**src/rtl/iir_power_meter.sv**
```systemverilog
`default_nettype none
// ============================================================================
//  Module   : iir_power_meter
//  Purpose  : Block-averaged |y|^2 power meter for the filtered I/Q stream.
//             Squares each complex sample and averages 2^Log2Navg of them.
//             Tracks the peak block power, and the tag of that block, over a
//             frequency sweep. Reports the peak when the sweep tag wraps.
//  Ports    : clk, resetn       - clock / asynchronous active-low reset
//             dv_in             - one-cycle strobe per input sample
//             d_real, d_imag    - signed filtered sample
//             tag_in            - sweep tag, sampled with dv_in
//             dv_out            - pulse: p_out / p_tag valid
//             p_out, p_tag      - block-mean power and tag of the block's 1st sample
//             peak_valid        - pulse at sweep wrap with the previous sweep's peak
//             peak_out/peak_tag - largest block power of the sweep and its tag
//  Revision : 1.0  initial release
// ============================================================================
module iir_power_meter #(
  parameter int Nwidth   = 18,
  parameter int Log2Navg = 10,
  parameter int Ntag     = 8
) (
  input  logic                     clk,
  input  logic                     resetn,
  input  logic                     dv_in,
  input  logic signed [Nwidth-1:0] d_real,
  input  logic signed [Nwidth-1:0] d_imag,
  input  logic [Ntag-1:0]          tag_in,
  output logic                     dv_out,
  output logic [2*Nwidth-1:0]      p_out,
  output logic [Ntag-1:0]          p_tag,
  output logic                     peak_valid,
  output logic [2*Nwidth-1:0]      peak_out,
  output logic [Ntag-1:0]          peak_tag
);

  localparam int SQ_W  = 2*Nwidth-1;
  localparam int PWR_W = 2*Nwidth;
  localparam int ACC_W = 2*Nwidth + Log2Navg;

  typedef enum logic [0:0] {
    S_FIRST = 1'b0,
    S_RUN   = 1'b1
  } state_t;

  // ---------------------------------------------------------------- stage 1
  // A square of a signed value is never negative and is at most
  // 2^(2*Nwidth-2), so the product fits in 2*Nwidth-1 unsigned bits.
  logic [SQ_W-1:0]  sq_re_d, sq_im_d, sq_re_q, sq_im_q;
  logic             dv1_q;
  logic [Ntag-1:0]  tag1_q;

  assign sq_re_d = SQ_W'(d_real * d_real);
  assign sq_im_d = SQ_W'(d_imag * d_imag);

  // ---------------------------------------------------------------- stage 2
  logic [PWR_W-1:0] sum_d, sum_q;
  logic             dv2_q;
  logic [Ntag-1:0]  tag2_q;

  assign sum_d = PWR_W'(sq_re_q) + PWR_W'(sq_im_q);

  // ---------------------------------------------------------------- stage 3
  logic [Log2Navg-1:0] cnt_q;
  logic [ACC_W-1:0]    acc_d, acc_q;
  logic [Ntag-1:0]     tag_lat_q, blk_tag_d;
  logic                first_d, last_d, blk_done_d;
  logic [PWR_W-1:0]    mean_d;

  // Output-side registers.
  logic                dv_out_q, peak_valid_q, peak_valid_d;
  logic [PWR_W-1:0]    p_out_q;
  logic [Ntag-1:0]     p_tag_q;

  // Peak tracker registers.
  state_t              state_q, state_d;
  logic [PWR_W-1:0]    peak_out_q, peak_out_d;
  logic [Ntag-1:0]     peak_tag_q, peak_tag_d;
  logic [Ntag-1:0]     prev_tag_q, prev_tag_d;

  assign first_d    = (cnt_q == '0);
  assign last_d     = (cnt_q == '1);
  // The first sample of a block loads the accumulator instead of adding, so
  // no separate clear cycle is needed between blocks.
  assign acc_d      = first_d ? ACC_W'(sum_q) : (acc_q + ACC_W'(sum_q));
  assign blk_tag_d  = first_d ? tag2_q : tag_lat_q;
  assign blk_done_d = dv2_q && last_d;
  assign mean_d     = PWR_W'(acc_d >> Log2Navg);

  // The wrap decision is made one cycle early, from the tag about to be
  // published, so that peak_valid lines up with dv_out while peak_out still
  // holds the previous sweep's maximum.
  assign peak_valid_d = blk_done_d && (state_q == S_RUN) && (blk_tag_d < prev_tag_q);

  always_ff @(posedge clk or negedge resetn) begin
    if (!resetn) begin
      dv1_q        <= 1'b0;
      sq_re_q      <= '0;
      sq_im_q      <= '0;
      tag1_q       <= '0;
      dv2_q        <= 1'b0;
      sum_q        <= '0;
      tag2_q       <= '0;
      cnt_q        <= '0;
      acc_q        <= '0;
      tag_lat_q    <= '0;
      dv_out_q     <= 1'b0;
      p_out_q      <= '0;
      p_tag_q      <= '0;
      peak_valid_q <= 1'b0;
    end else begin
      dv1_q <= dv_in;
      if (dv_in) begin
        sq_re_q <= sq_re_d;
        sq_im_q <= sq_im_d;
        tag1_q  <= tag_in;
      end

      dv2_q <= dv1_q;
      if (dv1_q) begin
        sum_q  <= sum_d;
        tag2_q <= tag1_q;
      end

      if (dv2_q) begin
        cnt_q <= cnt_q + Log2Navg'(1);   // wraps to 0 after the last sample
        acc_q <= acc_d;
        if (first_d) begin
          tag_lat_q <= tag2_q;
        end
      end

      dv_out_q     <= blk_done_d;
      peak_valid_q <= peak_valid_d;
      if (blk_done_d) begin
        p_out_q <= mean_d;
        p_tag_q <= blk_tag_d;
      end
    end
  end

  // ---------------------------------------------------------------- peak FSM
  always_ff @(posedge clk or negedge resetn) begin
    if (!resetn) begin
      state_q    <= S_FIRST;
      peak_out_q <= '0;
      peak_tag_q <= '0;
      prev_tag_q <= '0;
    end else begin
      state_q    <= state_d;
      peak_out_q <= peak_out_d;
      peak_tag_q <= peak_tag_d;
      prev_tag_q <= prev_tag_d;
    end
  end

  always_comb begin
    state_d    = state_q;
    peak_out_d = peak_out_q;
    peak_tag_d = peak_tag_q;
    prev_tag_d = prev_tag_q;
    if (dv_out_q) begin
      prev_tag_d = p_tag_q;
      case (state_q)
        S_FIRST: begin
          peak_out_d = p_out_q;
          peak_tag_d = p_tag_q;
          state_d    = S_RUN;
        end
        S_RUN: begin
          // A tag going backwards starts a new sweep, so the block restarts
          // the peak. Otherwise only a strictly larger power replaces it,
          // which keeps the earliest tag on ties.
          if ((p_tag_q < prev_tag_q) || (p_out_q > peak_out_q)) begin
            peak_out_d = p_out_q;
            peak_tag_d = p_tag_q;
          end
        end
        default: begin
          state_d = S_FIRST;
        end
      endcase
    end
  end

  assign dv_out     = dv_out_q;
  assign p_out      = p_out_q;
  assign p_tag      = p_tag_q;
  assign peak_valid = peak_valid_q;
  assign peak_out   = peak_out_q;
  assign peak_tag   = peak_tag_q;

endmodule
`default_nettype wire

```
**config.mk**
```make
export PLATFORM = sky130hd
export DESIGN_NAME = iir_power_meter
export DESIGN_NICKNAME = d
export VERILOG_FILES = /design/src/rtl/iir_power_meter.sv
export SDC_FILE = /design/constraint.sdc
export NUM_CORES = 2
export LEC_CHECK = 0
export CAP_MARGIN = 20
export CORE_MARGIN = 1.5
export CORE_UTILIZATION = 60
export CTS_CLUSTER_SIZE = 14
export DETAILED_ROUTE_END_ITERATION = 7
export GPL_ROUTABILITY_DRIVEN = 0
export PLACE_DENSITY = 0.79
export REMOVE_ABC_BUFFERS = 1
export SLEW_MARGIN = 10
export SYNTH_ARGS = -nofsm -noshare
export SYNTH_HDL_FRONTEND = slang
export SYNTH_SLANG_ARGS = --single-unit
```
**constraint.sdc**
```tcl
create_clock -name clk -period 3.5 [get_ports clk]
set_input_delay 0.35 -clock clk [delete_from_list [all_inputs] [get_ports clk]]
set_output_delay 0.35 -clock clk [all_outputs]
set_load 0.03 [all_outputs]
```
==> results.py <==
metrics = {
    "drt": {
        "wl_per_cell_um": 25.1,
        "vias_per_cell": 6.28,
        "routed-via-count": 34000,
        "drt_pre_antenna_iters": 7,
        "first_iter_violations": 3727,
        "antenna_left": 0,
        "totalWireLength_mm": 136,
        "drc": 0,
    },
    "timing": {
        "fin_ws_ns": -3.31,
        "rsz0062_at_grt": "yes",
        "setup_viol": 61,
        "timing.final.crit_share_pct": 195,
        "fmax_ghz": 0.147,
        "holdWs_ns": 0.337,
        "worst_pin_slew_ns": 1.17,
        "fin_skew_ns": 0.0185,
        "hold_viol_final": 0,
        "relSlewSlack_pct": 22.2,
        "min_period_ns": 6.81,
        "slew_violations": 0,
    },
    "synth": {
        "syn-cell-area_um2": 37200,
        "post-synth-top-count-cell": "inv_1",
        "synth_common_cells": "inv_1 (923), fa_1 (577), nand2_1 (366)",
        "ys.flop_type": "dfrtp_1",
        "synth_compound_area_share_pct": 9.86,
        "synth.area.top_cells": "fa_1 (31%), dfrtp_1 (19%), ha_1 (11%)",
        "yosysTopAreaCellShare_pct": 31.0,
        "ys_types": 81,
        "ys_ff_latch": 285,
        "synth.largest_area_cell": "fa_1",
        "yosys_warnings": 0,
        "synth_edf_count": 0,
        "yosys-mux-area-fraction_pct": 4.34,
        "netlist_instances": 3948,
        "synth_top_family_by_area": "adder cells",
        "syn_avg_cell_area_um2": 9.43,
        "synth-simple-area-share_pct": 10.4,
        "synth_fa_ha_area_share_pct": 42.1,
        "synth-async-reset-ratio_pct": 100,
        "yosysSeqAreaShare_pct": 19.2,
        "synthXorXnorAreaFrac_pct": 3.51,
    },
    "placement": {
        "dp_hpwl_mm": 70.9,
        "dp.cells": 5215,
        "io_buffers": 136,
    },
    "cells_and_area": {
        "final_core_util_pct": 78.5,
        "fin_cells": 5419,
        "fin_nets": 5555,
        "area_growth_pct": 29.7,
        "drive_gt1_share_pct": 30.3,
    },
    "run": {
        "maxCapViolations": 0,
    },
    "cts": {
        "cts_tree": "built",
        "cts_sinks": 285,
        "htreeDepth": 1,
        "root_buffer": "clkbuf_16",
        "cts_buffers": 30,
        "clk_pin_slew_ns": 0.07,
        "max-clock-path-buffers": 3,
        "clk_latency_ns": 0.59,
    },
    "global_route": {
        "grt_first_pass_wirelength_mm": 169,
        "grt_usage_pct": 33.4,
        "grt_max_degree": 106,
        "antenna_found_initial": 7,
        "grt_pass1_vias": 34100,
        "grt_overflow": 0,
    },
    "setup_path": {
        "critPathArrivalTime_ns": 7.29,
        "required_ns": 3.98,
        "crit_path_end_kind": "flop",
        "path_class": "input pin to flop",
        "worstSetupStartpointType": "input pin",
        "cp_max_fo": 4,
    },
    "floorplanning": {
        "rows": 91,
        "die-area_um2": 63500,
        "initial_utilization_pct": 60.5,
        "ios": 137,
        "fp.dieW_um": 252,
        "core_area_um2": 61500,
        "die_y_um": 252,
    },
    "run_status": {
        "violations": "negative setup slack",
        "status": "complete, but fails checks",
    },
    "hold_path": {
        "hp-class": "input pin to flop",
    },
}
==> worst paths after layout <==
kind | cells past startpoint | to | startpoint | slack, ns
worst max-delay path | 25 | sq_im_q[34] | d_imag[15] | -3.31
max in group asynchronous | 3 | tag_lat_q[5] | resetn | 2.09
worst max register to register | 12 | sum_q[31] | sq_im_q[6] | -0.05
worst min-delay path | 3 | sq_re_q[10] | dv_in | 0.34
min in group asynchronous | 2 | acc_q[5] | resetn | 0.41
worst min register to register | 1 | peak_tag[7] | peak_tag[7] | 0.51
==> registers in the layout, indices dropped and copies added (netlist names) <==
register    cells
sq_re_q        34
dv1_q           1
dv_out          1
sum_q          36
cnt_q          10
acc_q          46
dv2_q           1
p_tag           8
peak_valid      1
peak_tag        8
tag_lat_q       8
prev_tag_q      8
p_out          36
tag1_q          8
peak_out       36
sq_im_q        34
tag2_q          8
state_q         1
==> layout by cell type, fill, tap and decap left out, drive strengths merged, types with 40 or more instances in the layout <==
cell type,synthesis,final
clkdlybuf4s50,0,98
and2,73,73
clkbuf,112,44
ha,329,329
a21o,61,61
o21ai,153,153
dfrtp,285,285
nand3,49,49
xnor2,103,103
a21oi,145,145
fa,577,577
xor2,46,46
mux2,131,131
inv,924,925
a31oi,40,40
nand2,366,366
nor2,174,174
buf,17,649
==> critical path: stages <==
cell and delay, ns:
buf_4 0.14, buf_4 0.16, and2_1 0.17, inv_1 0.08, fa_1 0.53, inv_1 0.06
fa_1 0.70, ha_1 0.22, inv_1 0.18, fa_1 0.90, inv_1 0.13, fa_1 0.79
inv_2 0.10, fa_1 0.56, inv_2 0.07, ha_4 0.29, nand2_4 0.13, o21a_1 0.20
o21ai_1 0.16, a41o_1 0.19, or3b_4 0.43, a31oi_4 0.22, o211ai_1 0.13, and3_1 0.16
o31ai_1 0.20
==> cells by family (layout without fill, tap and decap cells) <==
logic type	after synthesis	after routing
mux	145	145
xor+xnor	149	149
compound gates	573	573
flops	285	285
fa+ha+maj	906	906
other cells	0	3
buf+inv	1054	1732
simple gates	836	836
==> layout make-up <==
type	count	area, um2
clock buffer	41	853
sequential	285	7140
timing repair buffer	751	7010
multi-input combinational	2609	28600
inverter	925	3480
fill	3141	13200
clock inverter	15	216
antenna	3	7.51
tap	790	988
==> through the flow <==
step                      setup WS, ns  area [um2]  TNS [ns]
final                            -3.31       48300   -133.80
after global placement           -3.28       42700   -154.87
after detailed placement         -3.30       42700   -159.17
after CTS                        -2.03       46500    -86.31
after global routing             -3.31       48300   -134.01
after floorplan                  -2.70       36700   -178.11
==> metal layers <==
layer / track usage (%) / routed length, um
met4: 18.1 / 13900
met2: 59.1 / 61900
met5: 0 / 223
met1: 38.9 / 43300
met3: 5.06 / 16900
==> repair_timing <==
action                                  4_1_cts  5_1_grt
hold endpoints to repair                    100        0
cloned                                        4        2
pin swaps                                   283      278
gates resized for setup                     682      414
endpoints found under the setup margin       60       74
setup buffers                                99       71
hold buffers                                  1        0
Power is left out: the tool's default activity adds up to more than one toggle a clock period on the data nets, which glitch-free logic cannot reach.
